**config.mk**
```make
export PLATFORM = sky130hd
export DESIGN_NAME = elevator_scheduler
export DESIGN_NICKNAME = d
export VERILOG_FILES = /design/src/rtl/elevator_scheduler.sv
export SDC_FILE = /design/constraint.sdc
export NUM_CORES = 1
export LEC_CHECK = 0
export CAP_MARGIN = 20
export CELL_PAD_IN_SITES_DETAIL_PLACEMENT = 1
export CELL_PAD_IN_SITES_GLOBAL_PLACEMENT = 1
export CORE_MARGIN = 4
export CORE_UTILIZATION = 41
export CTS_CLUSTER_DIAMETER = 80
export CTS_CLUSTER_SIZE = 40
export DETAILED_ROUTE_END_ITERATION = 6
export DONT_BUFFER_PORTS = 1
export GPL_TIMING_DRIVEN = 0
export HOLD_SLACK_MARGIN = 0.08
export PLACE_DENSITY_LB_ADDON = 0.1
export SLEW_MARGIN = 20
export SYNTH_ARGS = -nofsm -noshare
export SYNTH_HDL_FRONTEND = slang
export SYNTH_SLANG_ARGS = --single-unit
```
**constraint.sdc**
```tcl
create_clock -name clk -period 2.2 [get_ports clk]
set_input_delay 0.44 -clock clk [delete_from_list [all_inputs] [get_ports clk]]
set_output_delay 0.44 -clock clk [all_outputs]
set_load 0.02 [all_outputs]
```
**src/rtl/elevator_scheduler.sv**
```systemverilog
// Call scheduler and motion/door sequencer for a 4-floor elevator.
// Latches floor calls, tracks cabin position from floor sensors, picks direction
// with a SCAN policy and drives motor-up/down and door-open/closed outputs.
module elevator_scheduler #(
  parameter int unsigned DOOR_TICKS = 3,
  parameter int unsigned TW         = 4
) (
  input  logic       clk,
  input  logic       rst,
  input  logic       tick,
  input  logic [3:0] call_btn,
  input  logic [3:0] floor_sns,
  output logic       sub,
  output logic       des,
  output logic       pa,
  output logic       pf,
  output logic [3:0] pending,
  output logic [1:0] cur_floor,
  output logic       at_floor,
  output logic       erro
);

  typedef enum logic [2:0] {StIdle, StUp, StDown, StDoor, StFault} state_e;

  localparam logic [TW-1:0] DoorLast = TW'(DOOR_TICKS - 1);

  state_e        state_q, state_d;
  logic [3:0]    pending_q, pending_d;
  logic [1:0]    cur_floor_q, cur_floor_d;
  logic          dir_up_q, dir_up_d;
  logic [TW-1:0] cnt_q, cnt_d;

  logic       multi_hot;
  logic [1:0] sns_idx;
  logic [1:0] cur_idx;
  logic [3:0] pend_eff;
  logic       above, below;
  logic       door_entry;

  // Sensor decode: validity, fault detection and floor index.
  always_comb begin
    multi_hot = (floor_sns[0] & floor_sns[1]) | (floor_sns[0] & floor_sns[2]) |
                (floor_sns[0] & floor_sns[3]) | (floor_sns[1] & floor_sns[2]) |
                (floor_sns[1] & floor_sns[3]) | (floor_sns[2] & floor_sns[3]);
    at_floor  = (|floor_sns) & ~multi_hot;
    sns_idx   = 2'd0;
    for (int i = 0; i < 4; i++) begin
      if (floor_sns[i]) sns_idx = 2'(i);
    end
    // Use the live sensor so a stop is decided on the edge the floor is seen.
    cur_idx     = at_floor ? sns_idx : cur_floor_q;
    cur_floor_d = cur_idx;
  end

  // Calls ahead of / behind the cabin, including calls arriving this cycle.
  always_comb begin
    pend_eff = pending_q | call_btn;
    above    = 1'b0;
    below    = 1'b0;
    for (int i = 0; i < 4; i++) begin
      if (pend_eff[i]) begin
        if (2'(i) > cur_idx) above = 1'b1;
        if (2'(i) < cur_idx) below = 1'b1;
      end
    end
  end

  // Next-state, direction and door counter.
  always_comb begin
    state_d  = state_q;
    dir_up_d = dir_up_q;
    cnt_d    = cnt_q;
    unique case (state_q)
      StIdle: begin
        if (at_floor && pend_eff[cur_idx]) begin
          state_d = StDoor;
        end else if (dir_up_q) begin
          if (above) begin
            state_d = StUp;
          end else if (below) begin
            state_d  = StDown;
            dir_up_d = 1'b0;
          end
        end else begin
          if (below) begin
            state_d = StDown;
          end else if (above) begin
            state_d  = StUp;
            dir_up_d = 1'b1;
          end
        end
      end
      StUp: begin
        if (at_floor) begin
          if (pend_eff[cur_idx])                state_d = StDoor;
          else if (cur_idx == 2'd3 || !above)   state_d = StIdle;
        end
      end
      StDown: begin
        if (at_floor) begin
          if (pend_eff[cur_idx])                state_d = StDoor;
          else if (cur_idx == 2'd0 || !below)   state_d = StIdle;
        end
      end
      StDoor: begin
        // A press at the open floor holds the door, even against a tick.
        if (call_btn[cur_idx]) begin
          cnt_d = '0;
        end else if (tick) begin
          if (cnt_q == DoorLast) begin
            state_d = StIdle;
            cnt_d   = '0;
          end else begin
            cnt_d = cnt_q + 1'b1;
          end
        end
      end
      StFault: state_d = StFault;
      default: state_d = StFault;
    endcase
    if (multi_hot) state_d = StFault;
    door_entry = (state_d == StDoor) && (state_q != StDoor);
    if (door_entry) cnt_d = '0;
  end

  // Call latching: new presses set, arrival at the floor clears (clear wins).
  always_comb begin
    pending_d = pending_q | call_btn;
    if (state_q == StDoor) pending_d[cur_idx] = pending_q[cur_idx];
    if (door_entry)        pending_d[cur_idx] = 1'b0;
  end

  // State registers with synchronous reset.
  always_ff @(posedge clk) begin
    if (rst) begin
      state_q     <= StIdle;
      pending_q   <= '0;
      cur_floor_q <= '0;
      dir_up_q    <= 1'b1;
      cnt_q       <= '0;
    end else begin
      state_q     <= state_d;
      pending_q   <= pending_d;
      cur_floor_q <= cur_floor_d;
      dir_up_q    <= dir_up_d;
      cnt_q       <= cnt_d;
    end
  end

  // Outputs decoded from registered state only.
  always_comb begin
    sub       = (state_q == StUp);
    des       = (state_q == StDown);
    pa        = (state_q == StDoor);
    pf        = ~pa;
    erro      = (state_q == StFault);
    pending   = pending_q;
    cur_floor = cur_floor_q;
  end

endmodule
```
==> results.sh, run 1 <==
export IMPL_status="finished clean"
export IMPL_portBuffers=0
export IMPL_finalNetCount=168
export IMPL_grt_max_degree=11
export IMPL_synth_seq_cells=14
export IMPL_worstReg2RegEnd="state_q[0]"
export IMPL_clkTransAtPathRegs_ps=90
export IMPL_final_core_util=0.470
export IMPL_cts_tree="done"
export IMPL_cp_end_kind="flop"
export IMPL_grt_first_pass_wirelength_um=5400
export IMPL_syn_to_final_growth_pct=9.83
export IMPL_slew_violations=0
export IMPL_synth_distinct_cells=49
export IMPL_drive_gt1_frac=0.221
export IMPL_synth_ff_type="dfxtp_1"
export IMPL_finalHoldViolCount=0
export IMPL_num_io_pins=23
export IMPL_synth_edf_count=0
export IMPL_critPathKind="flop to flop"
export IMPL_core_sq_mm=0.00273
export IMPL_vias=1160
export IMPL_design_area_sq_mm=0.00129
export IMPL_maxCapViolations=0
export IMPL_cp_endpoint="state_q[0]"
export IMPL_seq_area_frac_synth=0.239
export IMPL_clockBufferDepth=2
export IMPL_routed_via_density=6.27
export IMPL_diodes=0
export IMPL_cts_inserted_buffers=3
export IMPL_grt_pass1_vias=1140
export IMPL_fin_tns_setup_ps=0
export IMPL_ir_drop_mv=0.482
export IMPL_die_height_um=61.4
export IMPL_leakage_nw=0.466
export IMPL_die_x_um=61.4
export IMPL_grt_usage=0.190
export IMPL_gr_total_overflow=0
export IMPL_routedWlPerCell_um=18.2
export IMPL_finalCritPeriodShare=0.954
export IMPL_clk_latency_ps=290
export IMPL_dr_pass1_iters=4
export IMPL_cp_startpoint="cur_floor[0]"
export IMPL_h_tree_depth=1
export IMPL_routed_wl_um=3370
export IMPL_fin_crit_ps=2100
export IMPL_num_rows=19
export IMPL_netlist_instances=149
export IMPL_synth_fp_nets=162
export IMPL_antenna_found_initial=0
export IMPL_start_util=0.428
export IMPL_max_slew_margin=0.535
export IMPL_final_setup_skew_ps=8.71
export IMPL_syn_area_sq_mm=0.00117
export IMPL_dp_hpwl_um=2600
export IMPL_r2r_start="cur_floor[0]"
export IMPL_hold_slack_ps=385
export IMPL_dieArea_sq_mm=0.00378
export IMPL_hp_class="primary input to flop"
export IMPL_ctsRootBufferMaster="clkbuf_4"
export IMPL_startpoint_type="flop"
export IMPL_path_max_fanout=5
export IMPL_p_total_uw=657
export IMPL_cts_sinks=14
export IMPL_yosys_warnings=0
export IMPL_max_freq_ghz=0.476
export IMPL_num_fill_cells=342
export IMPL_syn_area_per_cell_sq_um=7.86
export IMPL_powerDensity_mw_per_mm2=511
export IMPL_cp_arrival_ps=2290
export IMPL_drt_iter0_drc=60
export IMPL_drcViolationCount=0
export IMPL_tightest_slew_ps=696
export IMPL_setup_violations_final=0
export IMPL_route_antenna_remaining_nets=0
export IMPL_dpl_cell_area_sq_mm=0.00121
export IMPL_gp_congestion=0.824
export IMPL_synth_async_reset_ratio=0
export IMPL_crit_required_ps=2390
export IMPL_r2r_worst_path_cells=7
export IMPL_rrSetupSlack_ps=100
==> Yosys cell counts (4+ instances only) <==
master	count	area, sq um
o31ai_1	4	30.0
dfxtp_1	14	280
nor2_1	12	45.0
nand2_1	10	37.5
or2_2	4	25.0
a211oi_1	4	30.0
a21oi_1	12	60.1
inv_1	7	26.3
o21ai_0	8	40.0
==> kinds of logic after synthesis <==
group	Yosys count	synth area share
and+or+nand+nor	61	0.295
AOI/OAI and AO/OA	53	0.342
buffers and inverters	16	0.0780
DFF	14	0.239
muxes	2	0.0171
adders and majority gates	2	0.0214
xor gates and xnor gates	1	0.00748
==> registers in the layout, indices dropped and copies added (netlist names) <==
| name | flops |
|---|---|
| cnt_q | 4 |
| pending | 4 |
| cur_floor | 2 |
| dir_up_q | 1 |
| state_q | 3 |
==> worst min path at each step <==
stage                            from         end  slack [ps]  cells past startpoint
final                             rst  state_q[0]         380                      2
after global routing              rst  state_q[0]         370                      2
after CTS                 call_btn[3]  pending[3]         380                      2
after detailed placement     cnt_q[2]    cnt_q[2]         510                      2
after global placement       cnt_q[2]    cnt_q[2]         490                      2
after floorplan              cnt_q[2]    cnt_q[2]         470                      2
==> what timing repair did <==
action / CTS / global route
hold buffers: 0 / 0
gates resized for setup: 6 / 5
pin swaps: 0 / 2
buffers inserted: 0 / 1
endpoints found under the setup margin: 12 / 8
==> layout by cell type, fill, tap and decap left out, types with 3 or more instances in the layout <==
master and instances:
a211oi_1 4, a21oi_1 12, buf_4 3, buf_6 3, clkbuf_4 3, dfxtp_1 11, inv_1 7, nand2_1 10
nand2b_1 3, nand4_1 3, nor2_1 12, nor2b_1 3, nor3b_1 3, nor4_1 3, o21ai_0 8, o31ai_1 4
or2_2 4, or3_1 3
==> stage by stage <==
stage               cells  worst slack (ps)
floorplan             149              56.0
global placement      180              -260
detailed placement    180              -303
CTS                   184              38.9
global route          185            -0.203
finish                185               101
==> report_power, final <==
part	internal (mW)	total [mW]	switching, mW
registers	0.263	0.288	0.0246
logic	0.0726	0.182	0.109
clock network	0.101	0.187	0.0864
total	0.437	0.657	0.220
==> critical path: stages, from the launching register on <==
cell and delay [ps]:
dfxtp_4 420, o31ai_1 80, and2_2 220, nor3_1 410
a21oi_1 160, a211oi_1 360, a2111oi_0 160, a21o_1 200
==> area by class of cell <==
type                       count  area [sq um]  share of cell area
tap                           31          38.8              0.0302
buffer                         8          62.6              0.0486
inverter                       8          31.3              0.0243
sequential                    14           289               0.225
clock buffer                   4          36.3              0.0282
multi-input combinational    119           821               0.638
timing repair buffer           1          7.51             0.00584
==> routing by layer <==
metal  track usage  wire, um  vias up  share of wire
met2         0.289      1510       25           0.45
met5             0         0        -              0
met1         0.257      1590      563           0.47
met3        0.0629       221        6          0.066
li1              -         -      566              -
met4        0.0576        41        0          0.012
(Power assumes the default switching activity.)
==> inputs of run 2 (changes only) <==
--- a/config.mk
+++ b/config.mk
@@ -11,7 +11,6 @@
 export CORE_MARGIN = 4
 export CORE_UTILIZATION = 41
 export CTS_CLUSTER_DIAMETER = 80
-export CTS_CLUSTER_SIZE = 40
 export DETAILED_ROUTE_END_ITERATION = 6
 export DONT_BUFFER_PORTS = 1
 export GPL_TIMING_DRIVEN = 0
==> results of run 2 <==
The final DEF is identical to that of run 1; final timing and power are the same.
==> inputs of run 3 (changes only) <==
--- a/config.mk
+++ b/config.mk
@@ -5,7 +5,7 @@
 export SDC_FILE = /design/constraint.sdc
 export NUM_CORES = 1
 export LEC_CHECK = 0
-export CAP_MARGIN = 20
+export CAP_MARGIN = 10
 export CELL_PAD_IN_SITES_DETAIL_PLACEMENT = 1
 export CELL_PAD_IN_SITES_GLOBAL_PLACEMENT = 1
 export CORE_MARGIN = 4
==> results of run 3 <==
The final DEF is identical to that of run 1; final timing and power are the same.
